**config.mk**
```make
export PLATFORM = sky130hd
export DESIGN_NAME = trap_ctrl
export DESIGN_NICKNAME = d
export VERILOG_FILES = /design/src/rtl/trap_ctrl.sv
export SDC_FILE = /design/constraint.sdc
export NUM_CORES = 1
export LEC_CHECK = 0
export CORE_AREA = 2 2 142 144
export CTS_BUF_LIST = sky130_fd_sc_hd__clkbuf_8
export DETAILED_ROUTE_END_ITERATION = 8
export DIE_AREA = 0 0 144 146
export PLACE_DENSITY = 0.62
export SYNTH_ARGS = -nofsm -noshare
export SYNTH_HDL_FRONTEND = slang
export SYNTH_SLANG_ARGS = --single-unit
```
**constraint.sdc**
```tcl
create_clock -name CLK -period 3.4 [get_ports CLK]
set_input_delay 0.68 -clock CLK [delete_from_list [all_inputs] [get_ports CLK]]
set_output_delay 0.68 -clock CLK [all_outputs]
set_load 0.02 [all_outputs]
```
**src/rtl/trap_ctrl.sv**
```systemverilog
`default_nettype none
// ---------------------------------------------------------------------------
// trap_ctrl - arbitrates one exception/interrupt trap, latches PC, cause and
// handler address, and offers it over a valid/ready handshake.  Rev 1.0
// ---------------------------------------------------------------------------
module trap_ctrl #(
    parameter int NSTAGE = 6,
    parameter int NINT   = 16,
    parameter int CODE_W = 4
) (
    input  logic                   CLK,
    input  logic                   RST,
    input  logic                   FLUSH,
    input  logic                   MEM_WAIT,
    input  logic                   INT_ALLOW,
    input  logic [NINT-1:0]        INT_PEND,
    input  logic [NINT-1:0]        INT_MASK,
    input  logic                   EXC_EN,
    input  logic [CODE_W-1:0]      EXC_CODE,
    input  logic [32*NSTAGE-1:0]   STAGE_PC,
    input  logic [1:0]             TRAP_VEC_MODE,
    input  logic [31:0]            TRAP_VEC_BASE,
    output logic                   TRAP_VALID,
    input  logic                   TRAP_READY,
    output logic [31:0]            TRAP_PC,
    output logic [31:0]            TRAP_CODE,
    output logic [31:0]            TRAP_JMP_TO,
    output logic                   BUSY
);
    localparam int IDX_W = (NINT > 1) ? $clog2(NINT) : 1;

    typedef enum logic [1:0] {
        S_IDLE  = 2'd0,
        S_VALID = 2'd1,
        S_QUIET = 2'd2
    } state_t;

    state_t            state_q;
    logic              valid_q;
    logic              busy_q;
    logic [31:0]       pc_q;
    logic [31:0]       code_q;
    logic [31:0]       jmp_q;

    logic [NINT-1:0]   int_act;
    logic              int_any;
    logic [IDX_W-1:0]  int_idx;
    logic              take;
    logic [31:0]       base_a;
    logic [31:0]       pc_d;
    logic [31:0]       code_d;
    logic [31:0]       jmp_d;

    always_comb begin
        int_act = INT_PEND & INT_MASK;
        int_any = INT_ALLOW & (|int_act);
        take    = EXC_EN | int_any;
        base_a  = TRAP_VEC_BASE & ~32'h3;

        // Ascending scans: the last hit is the highest index.
        int_idx = '0;
        for (int i = 0; i < NINT; i++) begin
            if (int_act[i]) int_idx = IDX_W'(i);
        end
        pc_d = '0;
        for (int s = 0; s < NSTAGE; s++) begin
            if (STAGE_PC[32*s +: 32] != 32'd0) pc_d = STAGE_PC[32*s +: 32];
        end

        if (EXC_EN) begin
            code_d = {1'b0, 31'(EXC_CODE)};
            jmp_d  = base_a;
        end else begin
            code_d = {1'b1, 31'(int_idx)};
            jmp_d  = (TRAP_VEC_MODE == 2'd1) ? base_a + (32'(int_idx) << 2) : base_a;
        end
    end

    always_ff @(posedge CLK) begin
        if (RST) begin
            state_q <= S_IDLE;
            valid_q <= 1'b0;
            busy_q  <= 1'b0;
            pc_q    <= '0;
            code_q  <= '0;
            jmp_q   <= '0;
        end else begin
            case (state_q)
                S_IDLE: begin
                    if (!MEM_WAIT && !FLUSH && take) begin
                        pc_q    <= pc_d;
                        code_q  <= code_d;
                        jmp_q   <= jmp_d;
                        valid_q <= 1'b1;
                        busy_q  <= 1'b1;
                        state_q <= S_VALID;
                    end
                end
                S_VALID: begin
                    if (TRAP_READY) begin
                        valid_q <= 1'b0;
                        state_q <= S_QUIET;
                    end
                end
                S_QUIET: begin
                    busy_q  <= 1'b0;
                    state_q <= S_IDLE;
                end
                default: begin
                    valid_q <= 1'b0;
                    busy_q  <= 1'b0;
                    state_q <= S_IDLE;
                end
            endcase
        end
    end

    assign TRAP_VALID  = valid_q;
    assign BUSY        = busy_q;
    assign TRAP_PC     = pc_q;
    assign TRAP_CODE   = code_q;
    assign TRAP_JMP_TO = jmp_q;

endmodule
`default_nettype wire

```
# Word level (Yosys, flattened, before mapping)
# Index checks and enable logic that the tools add are counted.
# classes
n_mux	31
n_reduce_logical	16
bitwise	5
eq_ne	5
addsub	1
# op_table
cell	n
2-to-1 mux 32 bit	9
nonzero test 32 bit	6
2-to-1 mux 4 bit	12
adder 32 x 6 -> 32 bit	1
AND 16 bit	1
OR reduction 16 bit	1
2-to-1 mux 2 bit	4
AND reduction 2 bit	3
== test 2 x 1 -> 1 bit, second input constant	2
inequality test 2 bit, second input constant	2
one-hot mux 2 bit (2 select lines)	1
2-to-1 mux 1 bit	3
one-hot mux 1 bit (3 select lines)	1
AND reduction 3 bit	1
== test 2 bit, second input constant	1
logical AND 1 bit	2
zero test 1 bit	2
zero test 2 bit	1
NOT 1 bit	2
one-hot mux 1 bit (2 select lines)	1
AND 1 bit	1
OR 1 bit	1
# totals
ff_bits	100
out_inout_bits	98

# Logic depth before layout (Yosys ltp)
# Gate-level depths: netlist of run 1.
# logic_depth
depth_word	19
depth_mapped	13
depth_no_buf	13

# Worst setup path after synthesis of run 1
# No wires, ideal clock.
# synth_timing
path_kind	input port to flip-flop
from	input INT_PEND[11]
to	register jmp_q[26] (netlist: TRAP_JMP_TO[26])
setup_ps	86
stages	13
slack_ps	410
required_ps	3314
arrival_time_ps	2904
path_cell_list	a22oi_1 nand2_1 a2111oi_0 nor2_1 ha_1 inv_1 fa_1 nor2b_1 o21a_1 o2111ai_1 nor3_1 xnor2_1 a211oi_1
# synth_via
elab_chain_len	9
# synth_rtl
element	line_no	text
start: declaration	16	input logic [NINT-1:0] INT_PEND,
AND 16 bit *	55	int_act = INT_PEND & INT_MASK;
2-to-1 mux 4 bit (5 in a row)	63	if (int_act[i]) int_idx = IDX_W'(i);
adder 32 x 6 -> 32 bit	75	jmp_d = (TRAP_VEC_MODE == 2'd1) ? base_a + (32'(int_idx) << 2) : base_a;
2-to-1 mux 32 bit	75	
2-to-1 mux 32 bit	70	if (EXC_EN) begin
end signal: assignment	93	jmp_q <= jmp_d;
end: declaration	43	logic [31:0] jmp_q;
# Every way passes the cells marked *; elsewhere a longest branch is shown, timed or not.
# A chain may end at the register's enable or synchronous reset.

# Final worst setup path of run 1
# layout_timing
from	input INT_PEND[11]
to	register jmp_q[25] (netlist: TRAP_JMP_TO[25])
# Same word-level chain as after synthesis.

==> results of run 1 <==
==> report_power, final <==
group	internal, mW	total (mW)	switching [mW]
Sequential	0.899	0.935	0.0364
Clock	0.361	0.723	0.361
Combinational	0.529	0.973	0.444
==> flip-flops by register name, indices dropped and copies added, names as in the netlist <==
name / cells
BUSY: 1
TRAP_PC: 32
TRAP_CODE: 5
TRAP_JMP_TO: 30
state_q: 2
TRAP_VALID: 1
==> cell type report <==
cell class / instances / area (sq um)
clock buffer: 10 / 137.6
clock inverter: 6 / 67.56
fill: 1959 / 10160
inverter: 40 / 150.1
multi-input combinational: 516 / 3400
sequential: 71 / 1421
tap: 265 / 331.6
timing repair buffer: 369 / 3669
==> worst min path at each step <==
stage,slack (ns),depth (start not counted),to,from
finish,0.46,2,TRAP_CODE[1],TRAP_CODE[1]
CTS,0.46,2,TRAP_CODE[1],TRAP_CODE[1]
global placement,0.44,2,TRAP_CODE[2],TRAP_CODE[2]
detailed placement,0.45,2,TRAP_CODE[3],TRAP_CODE[3]
global route,0.48,2,TRAP_JMP_TO[3],TRAP_JMP_TO[3]
floorplan,0.45,2,state_q[1],state_q[0]
==> cell usage after synthesis (all sizes together) (2+ instances only) <==
| cell | instances |
|---|---|
| a211oi | 34 |
| a21oi | 12 |
| a221oi | 32 |
| a22o | 6 |
| a22oi | 5 |
| a311oi | 32 |
| a31o | 33 |
| a31oi | 2 |
| and2 | 3 |
| and3 | 3 |
| and4 | 9 |
| buf | 48 |
| clkbuf | 22 |
| dfxtp | 71 |
| ha | 4 |
| inv | 40 |
| mux2i | 3 |
| nand2 | 58 |
| nand2b | 5 |
| nand3 | 41 |
| nand4 | 14 |
| nor2 | 75 |
| nor2b | 3 |
| nor3 | 10 |
| nor4 | 53 |
| o211ai | 5 |
| o21a | 2 |
| o21ai | 4 |
| o21bai | 2 |
| xnor2 | 21 |
| xor2 | 6 |
==> kinds of logic (layout without fill, tap and decap cells) <==
logic type,after synthesis,in the layout,share of synthesized area
muxes,3,3,0.005821
buffers and inverters,110,425,0.1089
AOI/OAI and AO/OA,174,174,0.2731
DFF,71,71,0.2755
xor gates and xnor gates,27,27,0.04584
adders and majority gates,5,5,0.01358
and+or+nand+nor,278,278,0.2765
other,1,29,0.0007269
==> through the flow <==
stage / utilization / area (sq um) / setup WS [ns] / hold slack (ns)
finish: 0.4746 / 9176 / 0.1432 / 0.4554
global placement: 0.4591 / 8876 / -0.2624 / 0.4399
global route: 0.4746 / 9176 / -0.03806 / 0.4846
CTS: 0.4697 / 9081 / 0.1118 / 0.4569
floorplan: - / 5264 / 0.4102 / 0.4483
detailed placement: 0.4591 / 8876 / -0.2947 / 0.4491
==> tightest hold or removal path: stages, from the launching register on <==
cell	delay (ns)
dfxtp_1	0.31
nand2_1	0.05
a21oi_1	0.05
==> per-layer routing <==
| layer | track usage | wire, um |
|---|---|---|
| met3 | 0.05035 | 2447 |
| met4 | 0.09118 | 864 |
| met2 | 0.3976 | 12030 |
| met5 | 0 | 0 |
| met1 | 0.2513 | 9323 |
==> repair_timing <==
| item | 4_1_cts | 5_1_grt |
|---|---|---|
| setup endpoints to repair | 0 | 20 |
| endpoints found under the hold margin | 0 | 0 |
| gates resized for setup | 0 | 21 |
==> flow_metrics.tcl, run 1 <==
set metrics [dict create \
    insertion_delay_ns 0.37 \
    max_stage_delay_ns 0.52 \
    reg2reg_slack_ns 1.10 \
    die_h_um 146 \
    cts_tree "built" \
    r2r-end "TRAP_PC[8]" \
    min_period_ns 3.257 \
    finalWirelength_um 24660 \
    synth_area_sq_um 5159 \
    cp_max_fo 4 \
    ys.flop_type "dfxtp_1" \
    cpMostUsedCell "a211oi_1" \
    layout_common_cells "333 x clkdlybuf4s50_1, 74 x nor2_1, 71 x dfxtp_1" \
    path_buf_inv 2 \
    synth_edf_count 0 \
    async_reset_ff_frac 0 \
    finalSetupViolCount 0 \
    die_area_sq_um 21020 \
    final_cells 1277 \
    clock-sinks 71 \
    numPortBuffers 335 \
    relSlewSlack 0.4986 \
    clk_pin_slew_worst_paths_ns 0.09 \
    postSynthCellCount 669 \
    grt_pass1_vias 6344 \
    cp-start-kind "primary input" \
    crit_path_end_kind "flop" \
    gr-total-overflow 0 \
    fin_setup_tns_ns 0 \
    path_depth 12 \
    crit_arrival_ns 3.54 \
    maxCapViolations 0 \
    final_common_cell "clkdlybuf4s50_1" \
    pwr_density_cell_nw_per_um2 286.7 \
    leakagePower_nw 3.152 \
    cts-htree-levels 3 \
    hold_viol_final 0 \
    initial_core_util 0.2668 \
    core_region_area_sq_um 19330 \
    post_cts_buffers 0 \
    yosysTopAreaCell "dfxtp_1" \
    dp_cells 1261 \
    routedWlPerCell_um 19.31 \
    syn_to_final_growth_pct 77.88 \
    drtPass1Iterations 5 \
    vias_per_cell 5.167 \
    r2r_cells 6 \
    drc_errors 0 \
    skew_ns 0.01546 \
    hp-class "reg2reg" \
    crit_type "in2reg" \
    synth_area_leaders "dfxtp_1 28%, nor4_1 6.2%, a221oi_1 5.4%, a31o_1 5.4%, nor2_1 5.4%" \
    synth_cell_types 53 \
    cts_buffers 9 \
    power.total_mw 2.631 \
    ir_drop_v 0.0001915 \
    reg2reg_from "state_q[0]" \
    ios 367 \
    worstMarginPinSlew_ns 0.7521 \
    finalCritPeriodShare 0.9579 \
    ys_seq_elements 71 \
    crit_slowest_cell "clkdlybuf4s50_1" \
    drt.antenna.violating_nets 0 \
    timing.fmax_ghz 0.3070 \
    crit_required_ns 3.68 \
    gp_congestion 0.8774 \
    cts_root_buf "clkbuf_8" \
    grt_use_total 0.2221 \
    antenna_cells 0 \
    crit_end "TRAP_JMP_TO[25]" \
    grt_pass1_wl_um 35420 \
    grt_start_max_net_pins 43 \
    vias 6598 \
    cts_buffer_depth 2 \
    startpoint "INT_PEND[11]" \
    antenna_found_initial 0 \
    cp_cell_sequence "clkdlybuf4s50_1, a22o_1, a211oi_1, or3_1, ha_1, o21a_1, a21oi_1, buf_4, or2_4, nor4_2, xnor2_1, a211oi_1" \
    num_rows 51 \
    yosysTopAreaCellShare 0.2755 \
    drv_slew 0 \
    outcome "finished, final reports clean" \
    nNetsFinal 1281 \
    drt_iter0_markers 360 \
    synth_area_per_cell_sq_um 7.711 \
    ys_warn_count 0 \
    rsz0062_at_grt "yes" \
    path_delay_family "simple AND/OR/NAND/NOR gates" \
    seq_area_frac_synth 0.2755 \
    drive_gt1_frac 0.07609 \
    dieWidth_um 144 \
    hpwl_um 20230 \
    hold_buffers 0 \
]
Note: power is estimated with default switching activity, not from simulation.
==> run 2: changes to the inputs <==
RECOVER_POWER = 100   (was not set)
==> flow_metrics.tcl, run 2 (synthesis results as in run 1) <==
set metrics [dict create \
    outcome "finished, final reports clean" \
    crit_type "in2reg" \
    cts_tree "built" \
    internal_power_mw 1.762 \
    drtPass1Iterations 5 \
    drt.antenna.violating_nets 0 \
    routedWlPerCell_um 19.30 \
    largest_register_ffs 32 \
    relSlewSlack 0.4887 \
    num_rows 51 \
    path_buf_inv 2 \
    setup_ws_ns 0.1474 \
    ir_drop_v 0.0001887 \
    final_common_cell "clkdlybuf4s50_1" \
    final_cells 1277 \
    timing.fmax_ghz 0.3074 \
    ios 367 \
    cts_buffers 9 \
    rsz0062_at_grt "yes" \
    clock-sinks 71 \
    hp-class "reg2reg" \
    vias 6587 \
    crit_slowest_cell "clkdlybuf4s50_1" \
    cts_buffer_depth 2 \
    skew_ns 0.01765 \
    drive_gt1_frac 0.07510 \
    vias_per_cell 5.158 \
    drc_errors 0 \
    cp_cell_sequence "clkdlybuf4s50_1, a22o_1, a211oi_1, or3_1, ha_1, o21a_1, a21oi_1, buf_4, or2_4, nor4_2, xnor2_1, a211oi_1" \
    dp_cells 1261 \
    antenna_cells 0 \
    cpMostUsedCell "a211oi_1" \
    comb_power_share 0.363 \
    clockPowerShare 0.278 \
    p_switching_uw 838.9 \
    path_delay_family "simple AND/OR/NAND/NOR gates" \
    post_cts_buffers 0 \
    p_sw_frac 0.3225 \
    initial_core_util 0.2668 \
    finalWirelength_um 24640 \
    drv_slew 0 \
    drt_iter0_markers 365 \
    max_stage_delay_ns 0.52 \
    gp_congestion 0.8774 \
    die_area_sq_um 21020 \
    pwr_density_cell_nw_per_um2 284.2 \
    antenna_found_initial 0 \
    cp_max_fo 4 \
    cp-start-kind "primary input" \
    worstMarginPinSlew_ns 0.7669 \
    gr-total-overflow 0 \
    finalCritPeriodShare 0.9567 \
    maxCapViolations 0 \
    place_ws_ns -0.2947 \
    crit_arrival_ns 3.54 \
    leakagePower_nw 3.324 \
    numPortBuffers 335 \
    hold_viol_final 0 \
    finalSetupViolCount 0 \
    die_h_um 146 \
    crit_path_end_kind "flop" \
    grt_pass1_wl_um 35420 \
    min_period_ns 3.253 \
    syn_to_final_growth_pct 77.40 \
    power.total_mw 2.601 \
    hold_buffers 0 \
    dieWidth_um 144 \
    seqPwrFrac 0.358 \
    crit_required_ns 3.68 \
    layout_common_cells "263 x clkdlybuf4s50_1, 74 x nor2_1, 71 x dfxtp_1" \
    grt_start_max_net_pins 43 \
    grt_pass1_vias 6344 \
    cts-htree-levels 3 \
    grt_use_total 0.2221 \
    clk_pin_slew_worst_paths_ns 0.09 \
    insertion_delay_ns 0.37 \
    nNetsFinal 1281 \
    cts_root_buf "clkbuf_8" \
    hpwl_um 20230 \
    core_region_area_sq_um 19330 \
]
run 2: path summary, 6_finish.rpt:
kind | startpoint | depth (start not counted) | slack [ns] | endpoint
min | TRAP_CODE[1] | 2 | 0.45 | TRAP_CODE[1]
min reg2reg | TRAP_CODE[1] | 2 | 0.45 | TRAP_CODE[1]
max reg2reg | state_q[0] | 6 | 0.76 | TRAP_JMP_TO[25]
max | INT_PEND[11] | 12 | 0.15 | TRAP_JMP_TO[25]
run 2: per-layer routing:
metal	wire, um	up-vias	GRT usage
met1	9327	3003	0.2513
met5	0	-	0
met4	862	0	0.09118
met3	2420	47	0.05035
li1	-	3189	-
met2	12030	348	0.3976
run 2: through the flow:
stage | utilization | cell area [sq um] | TNS (ns) | hold WS, ns
6_report | 0.4733 | 9151 | 0 | 0.4525
5_1_grt | 0.4733 | 9151 | -0.06744 | 0.4816
4_1_cts | 0.4697 | 9081 | 0 | 0.4569
3_5_place_dp | 0.4591 | 8876 | -5.517 | 0.4491
3_3_place_gp | 0.4591 | 8876 | -4.892 | 0.4399
2_1_floorplan | - | 5264 | 0 | 0.4483
run 2: repair_timing:
action | CTS | global route
hold endpoints to repair | 0 | 0
resized for setup | 0 | 21
setup endpoints to repair | 0 | 20
run 2: worst min-delay path: stages (launching register included):
cell and delay (ns):
dfxtp_1 0.31, nand2_1 0.05, a21oi_1 0.05
run 2: layout make-up:
type / instances / area, sq um
tap: 265 / 331.6
sequential: 71 / 1421
timing repair buffer: 369 / 3652
inverter: 40 / 150.1
multi-input combinational: 516 / 3391
clock inverter: 6 / 67.56
fill: 1964 / 10180
clock buffer: 10 / 137.6
run 2: power by group through the flow:
stage | clock, mW | combinational, mW | sequential [mW]
floorplan | 0 | 0.293 | 1.03
global placement | 0 | 0.962 | 0.952
detailed placement | 0 | 0.960 | 0.954
CTS | 0.747 | 0.966 | 0.936
global route | 0.775 | 1.01 | 0.941
finish | 0.724 | 0.944 | 0.932
